$ cat src/rtl/wallace_final_adder.sv
// Final carry-propagate adder for the 32-bit Wallace multiplier.
// Adds the last carry-save pair one CHUNK_W-bit slice per pipeline stage.
// Operand bits not yet added travel down the pipe with the partial result.
// Each stage has valid/ready handshaking, and a reservation-station tag travels with every operation.
module wallace_final_adder #(
    parameter int CHUNK_W = 16,
    parameter int TAG_W   = 4
) (
    input  logic             clk,
    input  logic             reset,
    input  logic             flush,
    input  logic             in_valid,
    output logic             in_ready,
    input  logic [62:0]      sum_vec,
    input  logic [59:0]      carry_vec,
    input  logic [TAG_W-1:0] in_tag,
    output logic             out_valid,
    input  logic             out_ready,
    output logic [63:0]      product,
    output logic [TAG_W-1:0] out_tag
);

    localparam int NSTG = 64 / CHUNK_W;

    // z_q holds the result slices completed so far in its top bits and the
    // unconsumed sum-vector bits in its bottom bits. It rotates right by one
    // slice per stage, so the last stage holds the product in natural order.
    logic [NSTG-1:0]  vld_q;
    logic [63:0]      z_q   [NSTG];
    logic [63:0]      b_q   [NSTG];
    logic             cy_q  [NSTG];
    logic [TAG_W-1:0] tag_q [NSTG];

    logic [NSTG:0]    adv;

    logic [63:0]      z_src   [NSTG];
    logic [63:0]      b_src   [NSTG];
    logic             cin_src [NSTG];
    logic [NSTG-1:0]  v_src;
    logic [TAG_W-1:0] tag_src [NSTG];
    logic [CHUNK_W:0] slice   [NSTG];
    logic [63:0]      z_nxt   [NSTG];
    logic [63:0]      b_nxt   [NSTG];

    // A stage may advance when it or any stage after it is empty,
    // or when the consumer takes the product. This collapses bubbles.
    assign adv[NSTG] = out_ready;
    for (genvar k = 0; k < NSTG; k++) begin : g_adv
        assign adv[k] = out_ready | ~(&vld_q[NSTG-1:k]);
    end

    assign in_ready  = adv[0] & ~reset & ~flush;
    assign out_valid = vld_q[NSTG-1];
    assign product   = z_q[NSTG-1];
    assign out_tag   = tag_q[NSTG-1];

    // Select each stage's source: the input port for stage 0, otherwise the registers of the previous stage.
    always_comb begin
        for (int k = 0; k < NSTG; k++) begin
            z_src[k]   = '0;
            b_src[k]   = '0;
            cin_src[k] = 1'b0;
            tag_src[k] = '0;
        end
        v_src = '0;
        z_src[0]   = {1'b0, sum_vec};
        b_src[0]   = {4'b0, carry_vec};
        cin_src[0] = 1'b0;
        v_src[0]   = in_valid & in_ready;
        tag_src[0] = in_tag;
        for (int k = 1; k < NSTG; k++) begin
            z_src[k]   = z_q[k-1];
            b_src[k]   = b_q[k-1];
            cin_src[k] = cy_q[k-1];
            v_src[k]   = vld_q[k-1];
            tag_src[k] = tag_q[k-1];
        end
    end

    // Add one slice per stage, then rotate the finished slice into the top of the word.
    always_comb begin
        for (int k = 0; k < NSTG; k++) begin
            slice[k] = {1'b0, z_src[k][CHUNK_W-1:0]}
                     + {1'b0, b_src[k][CHUNK_W-1:0]}
                     + {{CHUNK_W{1'b0}}, cin_src[k]};
            z_nxt[k] = 64'({slice[k][CHUNK_W-1:0], z_src[k]} >> CHUNK_W);
            b_nxt[k] = b_src[k] >> CHUNK_W;
        end
    end

    // Pipeline registers. Reset clears everything; flush clears only the valid bits.
    always_ff @(posedge clk) begin
        if (reset) begin
            for (int k = 0; k < NSTG; k++) begin
                vld_q[k] <= 1'b0;
                z_q[k]   <= '0;
                b_q[k]   <= '0;
                cy_q[k]  <= 1'b0;
                tag_q[k] <= '0;
            end
        end else begin
            for (int k = 0; k < NSTG; k++) begin
                if (flush) begin
                    vld_q[k] <= 1'b0;
                end else if (adv[k]) begin
                    vld_q[k] <= v_src[k];
                end
                if (adv[k]) begin
                    z_q[k]   <= z_nxt[k];
                    b_q[k]   <= b_nxt[k];
                    cy_q[k]  <= slice[k][CHUNK_W];
                    tag_q[k] <= tag_src[k];
                end
            end
        end
    end

endmodule

$ cat config.mk
export PLATFORM = sky130hd
export DESIGN_NAME = wallace_final_adder
export DESIGN_NICKNAME = d
export VERILOG_FILES = /design/src/rtl/wallace_final_adder.sv
export SDC_FILE = /design/constraint.sdc
export NUM_CORES = 1
export LEC_CHECK = 0
export ABC_AREA = 1
export CELL_PAD_IN_SITES_DETAIL_PLACEMENT = 1
export CELL_PAD_IN_SITES_GLOBAL_PLACEMENT = 1
export CORE_MARGIN = 2
export CORE_UTILIZATION = 36
export DETAILED_ROUTE_END_ITERATION = 8
export PLACE_DENSITY = 0.73
export SLEW_MARGIN = 25
export SYNTH_ARGS = -nofsm -noshare
export SYNTH_HDL_FRONTEND = slang
export SYNTH_SLANG_ARGS = --single-unit
$ cat constraint.sdc
create_clock -name clk -period 4.9 [get_ports clk]
set_clock_uncertainty 0.05 [all_clocks]
set_input_delay 0.49 -clock clk [delete_from_list [all_inputs] [get_ports clk]]
set_output_delay 0.49 -clock clk [all_outputs]
set_load 0.005 [all_outputs]
==> results of run 1 <==
critical path: stages:
cell	delay, ns
clkdlybuf4s50_1	0.47
inv_1	0.07
nand2_2	0.09
nor2_2	0.09
nand2_2	0.11
nor2_4	0.07
nor2_1	0.56
clkinv_2	0.68
buf_4	0.46
nor3b_1	0.22
final cells by class:
class                   count  area share [%]
multi-input cells         935            21.2
clock inverters            17           0.507
well taps                 622            3.71
flip-flops and latches    360            51.4
repair buffers            212            9.99
inverters                 459            8.22
clock buffers              50            5.05
registers in the layout (all words and copies together) (netlist names):
name   flops
b_q       84
z_q      253
vld_q      4
cy_q       3
tag_q     16
kinds of logic (layout without fill, tap and decap cells):
| logic type | Yosys count | after routing |
|---|---|---|
| compound gates | 92 | 92 |
| fa+ha+maj | 64 | 64 |
| buf+inv | 563 | 738 |
| flops | 360 | 360 |
| simple gates | 779 | 779 |
worst max-delay path by stage:
stage,end,slack [ns],depth (start not counted)
2_1_floorplan,b_q[0][0],1.07,6
3_3_place_gp,z_q[0][50],1.48,10
3_5_place_dp,z_q[0][50],1.31,10
4_1_cts,z_q[0][50],1.89,10
5_1_grt,z_q[0][50],1.52,10
6_report,z_q[0][50],1.92,10
layout by cell type, fill, tap and decap left out, drive strengths merged, types with 5 or more instances in the layout:
cell type	netlist	routed
nor3	9	9
clkinv	0	15
edfxtp	356	356
and2	5	5
nand2	309	309
clkdlybuf4s50	0	201
nand3	44	44
inv	459	459
clkbuf	6	50
nand3b	5	5
buf	98	11
a21oi	68	68
or2	5	5
ha	57	57
fa	7	7
o21ai	23	23
nor2	397	397
power groups by stage:
stage | Clock [mW] | Sequential, mW | Combinational [mW]
finish | 2.77 | 3.57 | 0.601
global route | 2.93 | 3.59 | 0.679
CTS | 2.85 | 3.58 | 0.612
detailed placement | 0 | 3.64 | 0.605
global placement | 0 | 3.63 | 0.586
floorplan | 0 | 3.62 | 0.362
stage by stage:
step / worst slack [ns] / cell area [µm²] / hold WS, ns
4_1_cts: 1.89 / 21000 / 0.459
3_5_place_dp: 1.31 / 19800 / 0.432
2_1_floorplan: 1.07 / 17700 / 0.402
6_report: 1.92 / 21000 / 0.453
5_1_grt: 1.52 / 21000 / 0.495
3_3_place_gp: 1.48 / 19800 / 0.423
per-layer routing:
metal / vias up / routed length (µm) / track usage [%]
li1: 5942 / - / -
met4: 2 / 1270 / 6.32
met2: 205 / 21100 / 30.0
met5: - / 10 / 0
met1: 5692 / 18000 / 20.1
met3: 75 / 1630 / 2.54
==> impl_metrics.tcl, run 1 <==
set metrics [dict create \
    finalNonFillerCells 2655 \
    firstDrtPassIters 4 \
    ctsHoldBuffers 0 \
    syn_area_per_cell_um2 9.51 \
    internal_power_mw 5.36 \
    whs_path_depth 2 \
    worstMarginPinSlew_ns 0.873 \
    postCtsSetupRepairBufs 0 \
    die_height_um 226 \
    ys_ff_latch 360 \
    grt_pass1_vias 12600 \
    diodes 0 \
    synth.most_common_cell "inv_1" \
    fin_tns_setup_ns 0 \
    p_switching_mw 1.58 \
    drv_cap 0 \
    worstPathRequired_ns 5.24 \
    finish.utilization_pct 43.1 \
    yosys-top-cells-area "edfxtp_1 61%, inv_1 9.7%, nor2_1 8.4%, nand2_1 6.5%, ha_1 4.0%" \
    synthXorXnorAreaFrac_pct 0 \
    reg2regPathDepth 8 \
    setup_violations 0 \
    io_pins 202 \
    die_w_um 226 \
    r2r_start "vld_q[3]" \
    initial_core_util_pct 36.3 \
    syn_nets 2054 \
    grt_pass1_wl_um 65500 \
    slew_headroom_pct 41.7 \
    power.share.switching_pct 22.8 \
    synth_top_area_share_pct 60.5 \
    slew_viol_final 0 \
    cp-start-kind "input pin" \
    hp-class "register to register" \
    synth_fa_ha_area_share_pct 4.83 \
    grt_use_total_pct 16.7 \
    combPwrFrac_pct 8.6 \
    area_growth_pct 18.7 \
    clock_power_share_pct 39.9 \
    drc 0 \
    yosysTopAreaCell "edfxtp_1" \
    worstPathArrival_ns 3.32 \
    drtIter0Drc 577 \
    min_period_over_period_pct 60.8 \
    rows 81 \
    r2r_end "z_q[0][50]" \
    cts_buffers 40 \
    cts_resized 0 \
    final_hold_viol_count 0 \
    peakVddDrop_mv 0.205 \
    seqPwrFrac_pct 51.5 \
    htree_levels 2 \
    pwr_density_cell_mw_per_mm2 331 \
    rsz0062_at_grt "false" \
    synthArstFlopShare_pct 0 \
    ys_types 26 \
    antenna_found_initial 1 \
    synth_top_family_by_area "simple AND/OR/NAND/NOR gates" \
    synth_mux_area_share_pct 0 \
    ant_nets 0 \
    wl_per_cell_um 15.8 \
    status "finished clean" \
    worstSetupEndpointType "register" \
    multi_input_area_mm2 0.00444 \
    cts_buffer_depth 3 \
    grt_start_max_net_pins 81 \
    critPathLaunch "out_ready" \
    regArea_mm2 0.0108 \
    path_class "input pin to register" \
    fin_crit_ns 2.98 \
    core_area_mm2 0.0486 \
    place_hpwl_um 30900 \
    grt_overflow 0 \
    r2r_slack_ns 2.03 \
    ys_seq_area_share_pct 61.0 \
    synth_simple_gate_area_share_pct 17.4 \
    path_max_fanout 37 \
    cts_tree "yes" \
    cts_root_buf "clkbuf_16" \
    min_from "vld_q[2]" \
    cts.sinks 360 \
    fillers 5526 \
    p_leak_nw 9.71 \
    synth_compound_area_share_pct 2.62 \
    synthCells 1858 \
    num_vias 11900 \
    fmax_mhz 335 \
    synth_edf_count 356 \
    synth_ff_type "edfxtp_1" \
    syn_area_mm2 0.0177 \
    drt-vias-per-instance 4.49 \
    placedCellCount 2588 \
    routed_wl_um 42000 \
    clock_latency_ns 0.55 \
    nets 2204 \
    portBuffers 201 \
    yosys-top-cells-count "456 x inv_1, 394 x nor2_1, 356 x edfxtp_1" \
    gp_congestion 0.844 \
    power_mw 6.94 \
    die_area_mm2 0.0509 \
    path_clk_slew_ns 0.06 \
    holdPathEnd "vld_q[3]" \
    yosys_warnings 0 \
    drive_gt1_share_pct 3.79 \
]
Power figures use the tool's default switching activity.
==> run 2: changes to the inputs <==
Clock period 4.9 ns to 2.9 ns, I/O delays scaled along.
==> run 2 against run 1 <==
Global-route usage is 0.13 points higher. First-iteration DRC count increased by 7.5%. Sequential cell count did not move. Non-clock buffer count grew 6. Sequential power rose by 69%. Combinational power is 70% higher. Worst hold slack got worse by 0.13 ns. Power rose by 76%. Count of clock-buffer cells in the layout increased by 1. Setup slack got worse by 1.6 ns. Largest cell class unchanged. Largest power group unchanged. Highest routed layer unchanged.
==> impl_metrics.tcl, run 2 (synthesis gave the netlist of run 1 again) <==
set metrics [dict create \
    final_cell_mix "455 x inv_1, 394 x nor2_1, 356 x edfxtp_1" \
    largest-register "z_q" \
    holdPathEnd "b_q[0][9]" \
    finish.utilization_pct 43.7 \
    r2r_slack_ns 0.35 \
    setup_violations 0 \
    path_max_fanout 4 \
    cp-start-kind "register" \
    io_pins 202 \
    hp-class "input pin to register" \
    die_area_mm2 0.0509 \
    diodes 0 \
    grt_pass1_vias 12600 \
    final_hold_viol_count 0 \
    nets 2211 \
    drc 0 \
    worstPathRequired_ns 3.15 \
    fin_crit_ns 2.55 \
    placedCellCount 2594 \
    min_from "carry_vec[25]" \
    core_area_mm2 0.0486 \
    cts_resized 0 \
    largest_reg_flops 253 \
    cts_buffers 41 \
    setup_ws_ns 0.351 \
    rsz0062_at_grt "false" \
    fin_area_mm2 0.0212 \
    whs_path_depth 3 \
    die_w_um 226 \
    drive_gt1_share_pct 4.50 \
    area_growth_pct 20.2 \
    pwr_density_cell_mw_per_mm2 575 \
    place_hpwl_um 31000 \
    cts_tree "yes" \
    grt_use_total_pct 16.8 \
    min_period_over_period_pct 87.9 \
    portBuffers 201 \
    fin_tns_setup_ns 0 \
    dp_worst_setup_slack_ns 0.321 \
    num_vias 12000 \
    grt_overflow 0 \
    peakVddDrop_mv 0.332 \
    path_class "register to register" \
    antenna_found_initial 1 \
    r2r_start "cy_q[0][1]" \
    wl_per_cell_um 15.8 \
    clock_latency_ns 0.56 \
    placed_cell_area_mm2 0.0199 \
    status "finished clean" \
    cts_root_buf "clkbuf_16" \
    routed_wl_um 42200 \
    worstSetupEndpointType "register" \
    finalNonFillerCells 2668 \
    grt_pass1_wl_um 66300 \
    ctsHoldBuffers 0 \
    rows 81 \
    worstMarginPinSlew_ns 1.00 \
    final_common_cell "inv_1" \
    grt_start_max_net_pins 73 \
    drv_cap 0 \
    htree_levels 2 \
    postCtsSetupRepairBufs 0 \
    r2r_end "z_q[0][188]" \
    cts.sinks 360 \
    slew_headroom_pct 33.2 \
    initial_core_util_pct 36.3 \
    cts_buffer_depth 3 \
    p_leak_nw 9.88 \
    gp_congestion 0.846 \
    ant_nets 0 \
    reg_top3 "z_q: 253 flops, b_q: 84 flops, tag_q: 16 flops" \
    slew_viol_final 0 \
    reg2regPathDepth 8 \
    drt-vias-per-instance 4.48 \
    worstPathArrival_ns 2.80 \
    firstDrtPassIters 4 \
    die_height_um 226 \
    fmax_mhz 392 \
    path_clk_slew_ns 0.06 \
    drtIter0Drc 620 \
]
[run 2: changes by cell type in the layout (fill, tap and decap cells not counted), sizes merged]
| cell | change |
|---|---|
| buf | +6 |
| bufinv | +3 |
| clkbuf | +1 |
| clkinv | +2 |
| inv | +1 |
[run 2: worst max-delay path by stage]
stage	startpoint	to	slack (ns)	cells after the start
2_1_floorplan	vld_q[3]	b_q[0][100]	0.16	3
3_3_place_gp	reset	b_q[0][32]	0.42	4
3_5_place_dp	reset	b_q[0][8]	0.32	4
4_1_cts	vld_q[3]	in_ready	0.34	6
5_1_grt	cy_q[0][1]	z_q[0][188]	0.19	8
6_report	cy_q[0][1]	z_q[0][188]	0.35	8
[run 2: final cells by class]
type,count,area (µm²)
timing repair buffer,218,2230
clock buffer,51,1110
multi-input combinational,935,4410
fill,5461,27400
inverter,459,1720
tap,622,778
sequential,360,10800
clock inverter,23,220
[run 2: worst max-delay path, stage by stage (launching register included)]
cell and delay, ns:
edfxtp_1 0.47, fa_1 0.50, fa_1 0.43, nand3_1 0.11, nand3_1 0.17, nand3_1 0.12, nand3_1 0.15, o21ai_0 0.22
nor2_1 0.06
[run 2: metrics by stage]
stage               power [mW]  hold slack (ns)
finish                    12.2            0.319
global route              12.7            0.321
CTS                       12.4            0.286
detailed placement        7.18            0.422
global placement          7.13            0.428
floorplan                 6.72            0.361
[run 2: power by group]
part,internal (mW),total (mW),switching (mW)
clock,3.07,5.15,2.09
combinational,0.450,1.02,0.570
sequential,5.95,6.04,0.0834
total,9.47,12.2,2.74
[run 2: metal layers]
layer | global-route usage (%) | wire [µm] | part of all wire, %
met5 | 0 | 13 | 0.031
met2 | 30.1 | 21200 | 50
met3 | 3.04 | 1600 | 3.8
met4 | 4.85 | 994 | 2.4
met1 | 20.6 | 18300 | 43
==> run 3: changes to the inputs <==
Settings changed: SKIP_CTS_REPAIR_TIMING set to 1.
==> results of run 3 <==
The final DEF is identical to that of run 2; final timing and power are the same.
